### src/rtl/mem_arbiter.sv
// Two-port read arbiter in front of a single-port memory with LAT-cycle read latency.
// Define ARB_ROUND_ROBIN_EN for round-robin arbitration; default is fixed priority (port 0 wins).
module mem_arbiter #(
    parameter int AW  = 12,
    parameter int DW  = 16,
    parameter int LAT = 1
) (
    input  logic          clk,
    input  logic          rst,
    input  logic          req0,
    input  logic          req1,
    input  logic [AW-1:0] addr0,
    input  logic [AW-1:0] addr1,
    output logic          gnt0,
    output logic          gnt1,
    output logic          rvalid0,
    output logic          rvalid1,
    output logic [DW-1:0] rdata0,
    output logic [DW-1:0] rdata1,
    output logic          mem_cs,
    output logic [AW-1:0] mem_addr,
    input  logic [DW-1:0] mem_dout,
    output logic          busy
);

    typedef enum logic [1:0] {IDLE, ISSUE, WAIT, RESP} state_t;

    state_t        state_q, state_d;
    logic          win_q, win_d;
    logic [AW-1:0] addr_q, addr_d;
    logic [2:0]    cnt_q, cnt_d;
    logic [DW-1:0] rdata0_q, rdata0_d;
    logic [DW-1:0] rdata1_q, rdata1_d;
    logic          pick;

`ifdef ARB_ROUND_ROBIN_EN
    logic last_q, last_d;

    // On a tie the port that did not win last time goes next.
    assign pick = (req0 && req1) ? ~last_q : ~req0;
`else
    assign pick = ~req0;
`endif

    always_comb begin
        state_d  = state_q;
        win_d    = win_q;
        addr_d   = addr_q;
        cnt_d    = cnt_q;
        rdata0_d = rdata0_q;
        rdata1_d = rdata1_q;
`ifdef ARB_ROUND_ROBIN_EN
        last_d   = last_q;
`endif
        case (state_q)
            IDLE: begin
                if (req0 || req1) begin
                    win_d   = pick;
                    addr_d  = pick ? addr1 : addr0;
                    state_d = ISSUE;
                end
            end
            ISSUE: begin
                cnt_d   = 3'(LAT);
                state_d = WAIT;
`ifdef ARB_ROUND_ROBIN_EN
                last_d  = win_q;
`endif
            end
            WAIT: begin
                cnt_d = cnt_q - 3'd1;
                if (cnt_q == 3'd1) begin
                    if (win_q) rdata1_d = mem_dout;
                    else       rdata0_d = mem_dout;
                    state_d = RESP;
                end
            end
            RESP:    state_d = IDLE;
            default: state_d = IDLE;
        endcase
    end

    // Outputs are forced low combinationally so they read zero for the whole reset pulse.
    always_comb begin
        gnt0     = 1'b0;
        gnt1     = 1'b0;
        rvalid0  = 1'b0;
        rvalid1  = 1'b0;
        mem_cs   = 1'b0;
        mem_addr = '0;
        busy     = 1'b0;
        rdata0   = '0;
        rdata1   = '0;
        if (!rst) begin
            busy    = (state_q != IDLE);
            mem_cs  = (state_q == ISSUE);
            gnt0    = (state_q == ISSUE) && !win_q;
            gnt1    = (state_q == ISSUE) &&  win_q;
            rvalid0 = (state_q == RESP)  && !win_q;
            rvalid1 = (state_q == RESP)  &&  win_q;
            rdata0  = rdata0_q;
            rdata1  = rdata1_q;
            if (state_q == ISSUE) mem_addr = addr_q;
        end
    end

    always_ff @(posedge clk) begin
        if (rst) begin
            state_q  <= IDLE;
            win_q    <= 1'b0;
            addr_q   <= '0;
            cnt_q    <= '0;
            rdata0_q <= '0;
            rdata1_q <= '0;
`ifdef ARB_ROUND_ROBIN_EN
            last_q   <= 1'b1;
`endif
        end else begin
            state_q  <= state_d;
            win_q    <= win_d;
            addr_q   <= addr_d;
            cnt_q    <= cnt_d;
            rdata0_q <= rdata0_d;
            rdata1_q <= rdata1_d;
`ifdef ARB_ROUND_ROBIN_EN
            last_q   <= last_d;
`endif
        end
    end

endmodule
### config.mk
export PLATFORM = sky130hd
export DESIGN_NAME = mem_arbiter
export DESIGN_NICKNAME = d
export VERILOG_FILES = /design/src/rtl/mem_arbiter.sv
export SDC_FILE = /design/constraint.sdc
export NUM_CORES = 1
export LEC_CHECK = 0
export ABC_CLOCK_PERIOD_IN_PS = 1900
export BUFFER_PORTS_ARGS = -buffer_cell sky130_fd_sc_hd__buf_2
export CAP_MARGIN = 20
export CORE_MARGIN = 1.5
export CORE_UTILIZATION = 48
export CTS_CLUSTER_SIZE = 30
export DETAILED_ROUTE_END_ITERATION = 10
export PLACE_DENSITY = 0.79
export SLEW_MARGIN = 20
export SYNTH_ARGS = -nofsm -noshare
export SYNTH_HDL_FRONTEND = slang
export SYNTH_SLANG_ARGS = --single-unit
### constraint.sdc
create_clock -name clk -period 1.9 [get_ports clk]
set_input_delay 0.38 -clock clk [delete_from_list [all_inputs] [get_ports clk]]
set_output_delay 0.38 -clock clk [all_outputs]
set_load 0.005 [all_outputs]
==> results of run 1 <==
[worst register-to-register path: stages (launching register included)]
cell and delay, ns:
sky130_fd_sc_hd__dfxtp_1 0.36, sky130_fd_sc_hd__inv_1 0.14, sky130_fd_sc_hd__ha_1 0.31, sky130_fd_sc_hd__nor4bb_4 0.23, sky130_fd_sc_hd__buf_4 0.25, sky130_fd_sc_hd__nand2_1 0.09
sky130_fd_sc_hd__a21oi_2 0.12
[synth_stat cells (all sizes together)]
| cell | n |
|---|---|
| nor3b | 1 |
| nor4bb | 1 |
| nand2 | 65 |
| and2 | 13 |
| nand4b | 2 |
| and4b | 1 |
| nand4bb | 1 |
| a21oi | 35 |
| ha | 7 |
| inv | 5 |
| clkbuf | 8 |
| nor2b | 35 |
| a211oi | 15 |
| nand2b | 3 |
| o21ai | 2 |
| nor2 | 15 |
| o21a | 1 |
| mux2i | 13 |
| nand3b | 1 |
| and3b | 1 |
| buf | 15 |
| nand3 | 1 |
| dfxtp | 50 |
| a22o | 1 |
[where the power goes]
| part | switching [W] | internal (W) | leakage (nW) |
|---|---|---|---|
| combinational | 0.000435 | 0.000368 | 0.898 |
| clock | 0.000337 | 0.000248 | 0.0438 |
| sequential | 0.000111 | 0.00121 | 0.407 |
[layout make-up]
cell class / instances / area [µm²] / area share, %
flip-flops and latches: 50 / 1000 / 33.1
clock inverters: 2 / 10.0 / 0.330
inverters: 5 / 18.8 / 0.620
clock buffers: 5 / 68.8 / 2.27
multi-input cells: 215 / 1320 / 43.4
well taps: 67 / 83.8 / 2.77
repair buffers: 100 / 531 / 17.5
[metrics by stage]
step	power, W	setup slack, ns	cell area [µm²]
floorplan	0.00187	0.378	2420
global placement	0.00206	0.125	2920
detailed placement	0.00210	0.0355	2920
CTS	0.00269	0.0314	3000
global route	0.00290	0.0323	3030
finish	0.00271	0.113	3030
[cell families (layout without fill, tap and decap cells)]
family	Yosys count	in the layout	share of synthesized area, %
AOI/OAI and AO/OA	54	54	14.6
adders and majority gates	7	7	3.62
buffers and inverters	28	112	6.16
DFF	50	50	41.4
muxes	13	13	5.39
and+or+nand+nor	140	141	28.8
[sequential cells by signal (all words and copies together) (netlist names)]
register	flops
addr_q	12
rdata1_q	16
win_q	1
rdata0_q	16
state_q	2
cnt_q	3
[worst min-delay path by stage]
stage / end / from / slack [ns] / depth (start not counted)
finish: win_q$_SDFFE_PP0P_ / req0 / 0.30 / 2
global route: win_q$_SDFFE_PP0P_ / req0 / 0.32 / 2
CTS: win_q$_SDFFE_PP0P_ / req0 / 0.29 / 2
detailed placement: rdata1_q[0]$_SDFFE_PP0P_ / rdata1_q[0]$_SDFFE_PP0P_ / 0.44 / 2
global placement: rdata1_q[1]$_SDFFE_PP0P_ / rdata1_q[1]$_SDFFE_PP0P_ / 0.44 / 2
floorplan: rdata0_q[0]$_SDFFE_PP0P_ / rdata0_q[0]$_SDFFE_PP0P_ / 0.43 / 2
[metal layers]
layer	wire length [µm]	GRT usage, %	vias to the layer above
li1	-	-	1128
met1	2500	23.5	972
met2	2810	37.6	46
met3	212	4.61	6
met4	48	5.56	0
met5	0	0	-
[timing repair]
action,4_1_cts,5_1_grt
pin swaps,0,0
setup endpoints to repair,15,14
endpoints found under the hold margin,0,0
cloned,0,1
resized for setup,2,4
==> results.txt, run 1 <==
----------------------------------------------------
[Layout]
  Fraction of final layout cells with drive strength greater than 1 ... 32.4%
  Highest-count cells in the layout ignoring fill and taps ... sky130_fd_sc_hd__buf_2, sky130_fd_sc_hd__nand2_1, sky130_fd_sc_hd__dfxtp_1
  Most frequent standard cell in the layout excluding fill and tap cells ... sky130_fd_sc_hd__buf_2
  Number of antenna cells inserted ... 0
  Filler instances ... 436
  Final core utilization ... a little over three fifths
  Count of nets after finishing ... around 430
  Non-Filler Instances ... around 440
  Layout-stage area growth over the synthesis result ... 25.4%

[Drt]
  Iteration-0 DRC count of the detailed router ... 127
  Detailed-routing iteration count for the pre-antenna-repair pass ... 6
  Vias per inst ... 4.85
  Final routed DRC violation total ... 0
  WL/cell ... roughly 13 µm
  Routed wire length ... 5580 µm
  Post-route antenna net violation count ... 0
  Count of vias placed by the detailed router ... approximately 2200

[Worst setup path]
  Critical register-to-register path startpoint ... state_q[0]$_SDFFE_PP0P_
  Arrival time at the worst endpoint ... 1.41 ns
  CP startpoint ... state_q[1]$_SDFFE_PP0P_
  Type of origin of the critical path ... register
  Worst setup endpoint ... gnt0
  Class of the most critical setup path ... reg2out
  Depth of the worst register-to-register path ... 6
  Data required time at the worst endpoint ... ~1.5 ns
  Critical path buffer and inverter count ... 2
  Peak fanout along the critical path ... 8
  Endpoint class of the critical path ... output port
  End of the worst register-to-register path ... rdata0_q[15]$_SDFFE_PP0P_
  Critical-path top delay cell ... sky130_fd_sc_hd__dfxtp_2
  Cell family with the largest share of critical-path delay ... flip-flops
  Reg2Reg Setup Slack ... around 0.32 ns
  Critical path cell sequence ... inv_1 > ha_4 > nor2b_4 > nor2b_1 > buf_2
  Number of stages on the worst setup path ... 5
  Highest cell delay on the worst timing path ... 0.35 ns

[Status]
  Status ... completed

[Floorplanning]
  DIE HEIGHT ... 73.9 µm
  Starting utilization of the core area ... 50.5%
  Die W ... 73.9 µm
  IO Pins ... 94
  FP Rows ... 25
  Die area ... between 0.005 and 0.006 mm²
  Placeable core area ... 0.00479 mm²

[Global routing]
  Vias in the first global route ... 1947
  GRT Residual Overflow ... 0
  Largest net degree at the start of global routing ... 87
  Wire length of the first global-routing pass ... 8580 µm
  Total GRT Usage ... 20.4%
  Number of antenna violations at the first check in global routing ... 0

[Synthesis]
  Number of storage elements in the synthesis netlist ... 50
  Syn avg cell area ... 8.27 µm²
  Unique cell type count in the Yosys netlist ... 27
  Area of the mapped netlist ... approximately 0.0024 mm²
  Library cell with the largest summed area after synthesis ... sky130_fd_sc_hd__dfxtp_1
  Sequential area share after synthesis ... 41.4%
  Portion of synthesized cell area occupied by the leading cell type ... between 40% and 50%
  Syn nets ... 343
  Post-synthesis instance total ... slightly below 300
  Biggest area contributors in the synthesized netlist ... sky130_fd_sc_hd__dfxtp_1, sky130_fd_sc_hd__nand2_1, sky130_fd_sc_hd__nor2b_1, sky130_fd_sc_hd__mux2i_1, sky130_fd_sc_hd__a21oi_1
  Number of warnings issued by yosys ... 0

[Clock tree]
  Total CTS buffers ... 5
  Number of H-tree levels ... 2
  Count of hold buffers inserted by post-cts repair ... 0
  Maximum buffer depth of the clock tree ... 2
  Worst-skew pair later-pin latency ... 0.30 ns
  Clock root buffer master ... sky130_fd_sc_hd__clkbuf_8
  Num Clock Sinks ... 50
  Number of setup buffers added after CTS ... 0
  Clk pin slew, worst setup/hold paths ... 0.09 ns
  CTS tree ... done

[Worst hold path]
  Worst min path class ... in2reg

[STA]
  Final setup violation count ... 0
  Final number of hold-violating endpoints ... 0
  Unrepaired setup endpoints after global routing ... false
  Minimum hold slack ... 0.295 ns
  Final critical-path share of the clock period ... 94.1%
  Accumulated negative setup slack ... 0 ns
  Setup skew after layout ... around 0.0082 ns
  Actual transition at the worst max-transition pin ... 0.368 ns
  Worst-case headroom to the max-slew limit ... about three quarters
  Final critical path time including I/O delays and setup ... 1.79 ns
  Max-slew violation count ... 0
  Peak clock frequency supported by timing ... 560 MHz

[Power]
  Peak supply drop ... approximately 0.53 mV
  PwrDens ... roughly 890 mW/mm²
  Leakage dissipation ... 1.35 nW

[Placement]
  Half-perimeter wire length after placement ... 3820 µm
  Placed cells ... 436
  Routability Congestion ... 0.735
  Count of input and output buffers ... 93

[Job]
  Reported max-cap violation count ... 0

----------------------------------------------------
Power figures use the tool's default switching activity.
==> run 2, diff against run 1 <==
--- a/config.mk
+++ b/config.mk
@@ -9,4 +9,5 @@
 export BUFFER_PORTS_ARGS = -buffer_cell sky130_fd_sc_hd__buf_2
 export CAP_MARGIN = 20
+export CORE_ASPECT_RATIO = 1.4
 export CORE_MARGIN = 1.5
 export CORE_UTILIZATION = 48
@@ -14,4 +15,5 @@
 export DETAILED_ROUTE_END_ITERATION = 10
 export PLACE_DENSITY = 0.79
+export SETUP_SLACK_MARGIN = 0.3
 export SLEW_MARGIN = 20
 export SYNTH_ARGS = -nofsm -noshare
==> constraint.sdc (replaced) <==
create_clock -name clk -period 1.9 [get_ports clk]
set_input_delay 0.475 -clock clk [delete_from_list [all_inputs] [get_ports clk]]
set_output_delay 0.475 -clock clk [all_outputs]
set_load 0.005 [all_outputs]
==> results.txt, run 2 (synthesis gave the netlist of run 1 again) <==
----------------------------------------------------
[STA]
  Setup skew after layout ... 0.00897 ns
  Max-slew violation count ... 0
  Unrepaired setup endpoints after global routing ... true
  Final critical path time including I/O delays and setup ... 1.86 ns
  Final critical-path share of the clock period ... 97.9%
  Final setup violation count ... 0
  Final number of hold-violating endpoints ... 0
  Worst-case headroom to the max-slew limit ... ~72%
  Peak clock frequency supported by timing ... between 500 and 600 MHz
  Actual transition at the worst max-transition pin ... 0.425 ns
  Slack of the critical path ... 0.0392 ns
  Accumulated negative setup slack ... 0 ns

[Clock tree]
  CTS tree ... done
  Worst-skew pair later-pin latency ... 0.31 ns
  Clock root buffer master ... sky130_fd_sc_hd__clkbuf_8
  Num Clock Sinks ... 50
  Number of H-tree levels ... 2
  Clk pin slew, worst setup/hold paths ... 0.10 ns
  Total CTS buffers ... 5
  Maximum buffer depth of the clock tree ... 2

[Global routing]
  Wire length of the first global-routing pass ... 8900 µm
  Met2 GRT Util ... 38.3%
  Number of antenna violations at the first check in global routing ... 0
  Met3 usage in global routing ... 3.75%
  GRT Residual Overflow ... 0
  Layer with the highest usage ... met2
  Vias in the first global route ... roughly 2000
  Total GRT Usage ... 20.4%
  Global Route met1 Usage ... 22.8%
  Largest net degree at the start of global routing ... 52

[Worst setup path]
  Arrival time at the worst endpoint ... 1.39 ns
  End of the worst register-to-register path ... addr_q[7]$_SDFFE_PP0P_
  Class of the most critical setup path ... reg2out
  Critical register-to-register path startpoint ... state_q[0]$_SDFFE_PP0P_
  CP startpoint ... state_q[1]$_SDFFE_PP0P_
  Worst setup endpoint ... rvalid0
  Peak fanout along the critical path ... 4
  Type of origin of the critical path ... register
  Depth of the worst register-to-register path ... 7
  Reg2Reg Setup Slack ... roughly 0.24 ns
  Endpoint class of the critical path ... output port
  Data required time at the worst endpoint ... 1.42 ns

[Power]
  Power, Total ... 0.00307 W
  Peak supply drop ... 0.759 mV
  Leakage dissipation ... 1.43 nW
  PwrDens ... 946 mW/mm²

[Layout]
  Most frequent standard cell in the layout excluding fill and tap cells ... sky130_fd_sc_hd__buf_2
  Largest registers ... rdata0_q (16), rdata1_q (16), addr_q (12)
  Final core utilization ... 67.0%
  Layout-stage area growth over the synthesis result ... 34.3%
  Count of nets after finishing ... 436
  Number of antenna cells inserted ... 0
  Filler instances ... 413
  Highest-count cells in the layout ignoring fill and taps ... sky130_fd_sc_hd__buf_2, sky130_fd_sc_hd__nand2_1, sky130_fd_sc_hd__dfxtp_1
  Fraction of final layout cells with drive strength greater than 1 ... 37.3%

[Floorplanning]
  FP Rows ... 30
  IO Pins ... 94
  Die W ... 63.0 µm
  Die area ... 0.00547 mm²
  Starting utilization of the core area ... 49.9%
  Placeable core area ... 0.00484 mm²
  DIE HEIGHT ... 86.9 µm

[Placement]
  Count of input and output buffers ... between 90 and 100
  Routability Congestion ... ~0.76
  Worst-case setup slack after placement ... between 0.2 and 0.25 ns
  Half-perimeter wire length after placement ... between 3000 and 4000 µm

[Status]
  Status ... completed

[Drt]
  WL/cell ... 13.0 µm
  Count of vias placed by the detailed router ... between 2000 and 2500
  Routed wire length ... 5830 µm
  Detailed-routing iteration count for the pre-antenna-repair pass ... 4
  Iteration-0 DRC count of the detailed router ... 86
  Final routed DRC violation total ... 0
  Post-route antenna net violation count ... 0
  Vias per inst ... 5.03

[Worst hold path]
  Worst min path class ... in2reg

[Job]
  Reported max-cap violation count ... 0

----------------------------------------------------
-- run 2: cell type report --
class / count / area, µm² / area share, %
Clock buffer: 5 / 68.8 / 2.12
Clock inverter: 3 / 47.5 / 1.47
Inverter: 5 / 18.8 / 0.578
Multi-Input combinational cell: 214 / 1350 / 41.7
Sequential cell: 50 / 1010 / 31.0
Tap cell: 64 / 80.1 / 2.47
Timing Repair Buffer: 109 / 672 / 20.7
-- run 2: worst max-delay path, cell delays in order, from the launching register on --
cell                      delay [ns]
sky130_fd_sc_hd__dfxtp_2        0.33
sky130_fd_sc_hd__buf_4          0.12
sky130_fd_sc_hd__buf_4          0.15
sky130_fd_sc_hd__ha_2           0.19
sky130_fd_sc_hd__nor3b_2        0.15
sky130_fd_sc_hd__buf_2          0.14
-- run 2: timing repair --
action | CTS | global route
hold buffers | 0 | 0
setup buffers | 3 | 2
pin swaps | 5 | 0
resized for setup | 23 | 15
gates cloned | 1 | 1
endpoints found under the setup margin | 19 | 80
-- run 2: where the power goes --
| part | leakage (nW) | switching (W) | internal, W |
|---|---|---|---|
| Combinational | 0.961 | 0.000484 | 0.000480 |
| Clock | 0.0587 | 0.000367 | 0.000399 |
| Sequential | 0.408 | 0.000121 | 0.00122 |
-- run 2: metrics by stage --
| stage | hold WS, ns | instances | area (µm²) |
|---|---|---|---|
| 3_3_place_gp | 0.438 | 435 | 2930 |
| 5_1_grt | 0.398 | 450 | 3240 |
| 2_1_floorplan | 0.432 | 292 | 2420 |
| 3_5_place_dp | 0.442 | 435 | 2930 |
| 4_1_cts | 0.400 | 447 | 3160 |
| 6_report | 0.402 | 450 | 3240 |
-- run 2: how the worst min path moves through the flow --
stage / depth (start not counted) / end / start / slack (ns)
6_report: 3 / rdata1_q[13]$_SDFFE_PP0P_ / mem_dout[13] / 0.40
5_1_grt: 3 / rdata1_q[13]$_SDFFE_PP0P_ / mem_dout[13] / 0.40
4_1_cts: 3 / rdata1_q[13]$_SDFFE_PP0P_ / mem_dout[13] / 0.40
3_5_place_dp: 2 / rdata1_q[14]$_SDFFE_PP0P_ / rdata1_q[14]$_SDFFE_PP0P_ / 0.44
3_3_place_gp: 2 / rdata1_q[3]$_SDFFE_PP0P_ / rdata1_q[3]$_SDFFE_PP0P_ / 0.44
2_1_floorplan: 2 / rdata0_q[0]$_SDFFE_PP0P_ / rdata0_q[0]$_SDFFE_PP0P_ / 0.43
-- run 2: routing by layer --
| layer | up-vias | part of all wire (%) |
|---|---|---|
| met5 | - | 0 |
| met4 | 0 | 1.3 |
| met3 | 6 | 5.5 |
| met2 | 81 | 52 |
| met1 | 1035 | 41 |
| li1 | 1141 | - |
==> run 3, diff against run 2 <==
ABC_CLOCK_PERIOD_IN_PS = 2300   (was 1900)
CORE_UTILIZATION = 50   (was 48)
PLACE_DENSITY = 0.82   (was 0.79)
clock period = 2.3 ns   (was 1.9 ns; I/O delays follow)
==> results.txt, run 3 (synthesis gave the netlist of run 1 again) <==
----------------------------------------------------
[Layout]
  Highest-count cells in the layout ignoring fill and taps ... sky130_fd_sc_hd__buf_2, sky130_fd_sc_hd__nand2_1, sky130_fd_sc_hd__dfxtp_1
  Number of antenna cells inserted ... 0
  Fraction of final layout cells with drive strength greater than 1 ... 35.3%
  Final core utilization ... a little under 70%
  Layout-stage area growth over the synthesis result ... 29.4%
  Filler instances ... roughly 410
  Most frequent standard cell in the layout excluding fill and tap cells ... sky130_fd_sc_hd__buf_2
  Count of nets after finishing ... 432
  Largest registers ... rdata0_q (16), rdata1_q (16), addr_q (12)

[Worst hold path]
  Hold Path Depth ... 2
  Worst min path class ... reg2reg

[Global routing]
  Largest net degree at the start of global routing ... 42
  Vias in the first global route ... 2003
  Number of antenna violations at the first check in global routing ... 0
  Total GRT Usage ... 20.4%
  GRT Residual Overflow ... 0
  Wire length of the first global-routing pass ... ~8300 µm

[Drt]
  Detailed-routing iteration count for the pre-antenna-repair pass ... 4
  Iteration-0 DRC count of the detailed router ... 66
  Routed wire length ... 5380 µm
  Count of vias placed by the detailed router ... 2230
  Final routed DRC violation total ... 0
  WL/cell ... ~12 µm
  Vias per inst ... 5.02
  Post-route antenna net violation count ... 0

[Floorplanning]
  Die area ... approximately 0.0053 mm²
  Placeable core area ... 0.00457 mm²
  FP Rows ... 29
  Starting utilization of the core area ... 52.8%
  IO Pins ... 94
  Die W ... around 60 µm
  DIE HEIGHT ... ~85 µm

[Worst setup path]
  Arrival time at the worst endpoint ... 1.40 ns
  Endpoint class of the critical path ... output port
  Data required time at the worst endpoint ... 1.73 ns
  Type of origin of the critical path ... register
  Class of the most critical setup path ... reg2out
  Peak fanout along the critical path ... 8
  Depth of the worst register-to-register path ... 5

[Clock tree]
  Worst-skew pair later-pin latency ... 0.29 ns
  Maximum buffer depth of the clock tree ... 2
  Total CTS buffers ... 5
  Clk pin slew, worst setup/hold paths ... 0.08 ns
  Clock root buffer master ... sky130_fd_sc_hd__clkbuf_8
  Number of H-tree levels ... 2
  CTS tree ... done
  Num Clock Sinks ... 50

[Placement]
  Count of input and output buffers ... 93
  Routability Congestion ... approximately 0.75
  Half-perimeter wire length after placement ... 3810 µm

[STA]
  Max-slew violation count ... 0
  Final critical path time including I/O delays and setup ... between 1.5 and 2 ns
  Minimum hold slack ... ~0.45 ns
  Final setup violation count ... 0
  Peak clock frequency supported by timing ... around 500 MHz
  Final critical-path share of the clock period ... 86.0%
  Setup skew after layout ... 0.00438 ns
  Actual transition at the worst max-transition pin ... 0.692 ns
  Accumulated negative setup slack ... 0 ns
  Unrepaired setup endpoints after global routing ... true
  Final number of hold-violating endpoints ... 0
  Worst-case headroom to the max-slew limit ... 53.6%

[Job]
  Reported max-cap violation count ... 0

[Power]
  Leakage dissipation ... between 1 and 1.5 nW
  PwrDens ... 761 mW/mm²
  Power, Total ... 0.00238 W
  Peak supply drop ... 0.577 mV

[Status]
  Status ... completed

----------------------------------------------------
## run 3: cell count changes in the layout (fill, tap and decap cells not counted), moves of 2 or more
cell / change
sky130_fd_sc_hd__buf_2: +2
sky130_fd_sc_hd__ha_1: +3
sky130_fd_sc_hd__buf_6: -3
sky130_fd_sc_hd__clkbuf_1: +2
sky130_fd_sc_hd__ha_4: -3
## run 3: power by group
part | switching (W) | internal (W)
combinational | 0.000363 | 0.000331
sequential | 0.0000888 | 0.00100
clock | 0.000271 | 0.000326
total | 0.000723 | 0.00166
## run 3: worst max-delay path, cell delays in order, from the launching register on
cell and delay, ns:
sky130_fd_sc_hd__dfxtp_2 0.33, sky130_fd_sc_hd__inv_2 0.06, sky130_fd_sc_hd__ha_2 0.15, sky130_fd_sc_hd__nor2b_4 0.18, sky130_fd_sc_hd__buf_6 0.14, sky130_fd_sc_hd__and2_4 0.14
sky130_fd_sc_hd__buf_2 0.10
## run 3: layout make-up
cell class | instances | area, µm² | area share (%)
Clock inverter | 1 | 30.0 | 0.960
Sequential cell | 50 | 1000 | 32.1
Inverter | 5 | 18.8 | 0.600
Clock buffer | 7 | 76.3 | 2.44
Multi-Input combinational cell | 214 | 1310 | 41.8
Tap cell | 62 | 77.6 | 2.48
Timing Repair Buffer | 105 | 613 | 19.6
## run 3: final timing paths
check / slack [ns] / start / endpoint
setup / recovery: 0.32 / state_q[1]$_SDFFE_PP0P_ / mem_addr[1]
hold / removal: 0.45 / rdata1_q[14]$_SDFFE_PP0P_ / rdata1_q[14]$_SDFFE_PP0P_
setup reg to reg: 0.47 / state_q[0]$_SDFFE_PP0P_ / rdata0_q[5]$_SDFFE_PP0P_
hold reg to reg: 0.45 / rdata1_q[14]$_SDFFE_PP0P_ / rdata1_q[14]$_SDFFE_PP0P_
## run 3: layer usage
| layer | wire (µm) | share of wire (%) | vias to the layer above | track usage [%] |
|---|---|---|---|---|
| met5 | 0 | 0 | - | 0 |
| met4 | 76 | 1.4 | 0 | 5.03 |
| met3 | 343 | 6.4 | 7 | 5.64 |
| met2 | 2660 | 49 | 89 | 35.3 |
| met1 | 2300 | 43 | 1003 | 24.0 |
| li1 | - | - | 1131 | - |
## run 3: timing repair
item,4_1_cts,5_1_grt
endpoints found under the setup margin,15,20
setup buffers,1,3
hold buffers,0,0
pin swaps,0,5
resized for setup,7,17
cloned,1,0
## run 3: through the flow
step	worst slack [ns]	instance area, µm²	instances
after detailed placement	0.429	2900	431
after global placement	0.463	2900	431
final	0.322	3130	444
after global routing	0.264	3130	444
after CTS	0.306	3040	441
after floorplan	0.553	2420	292
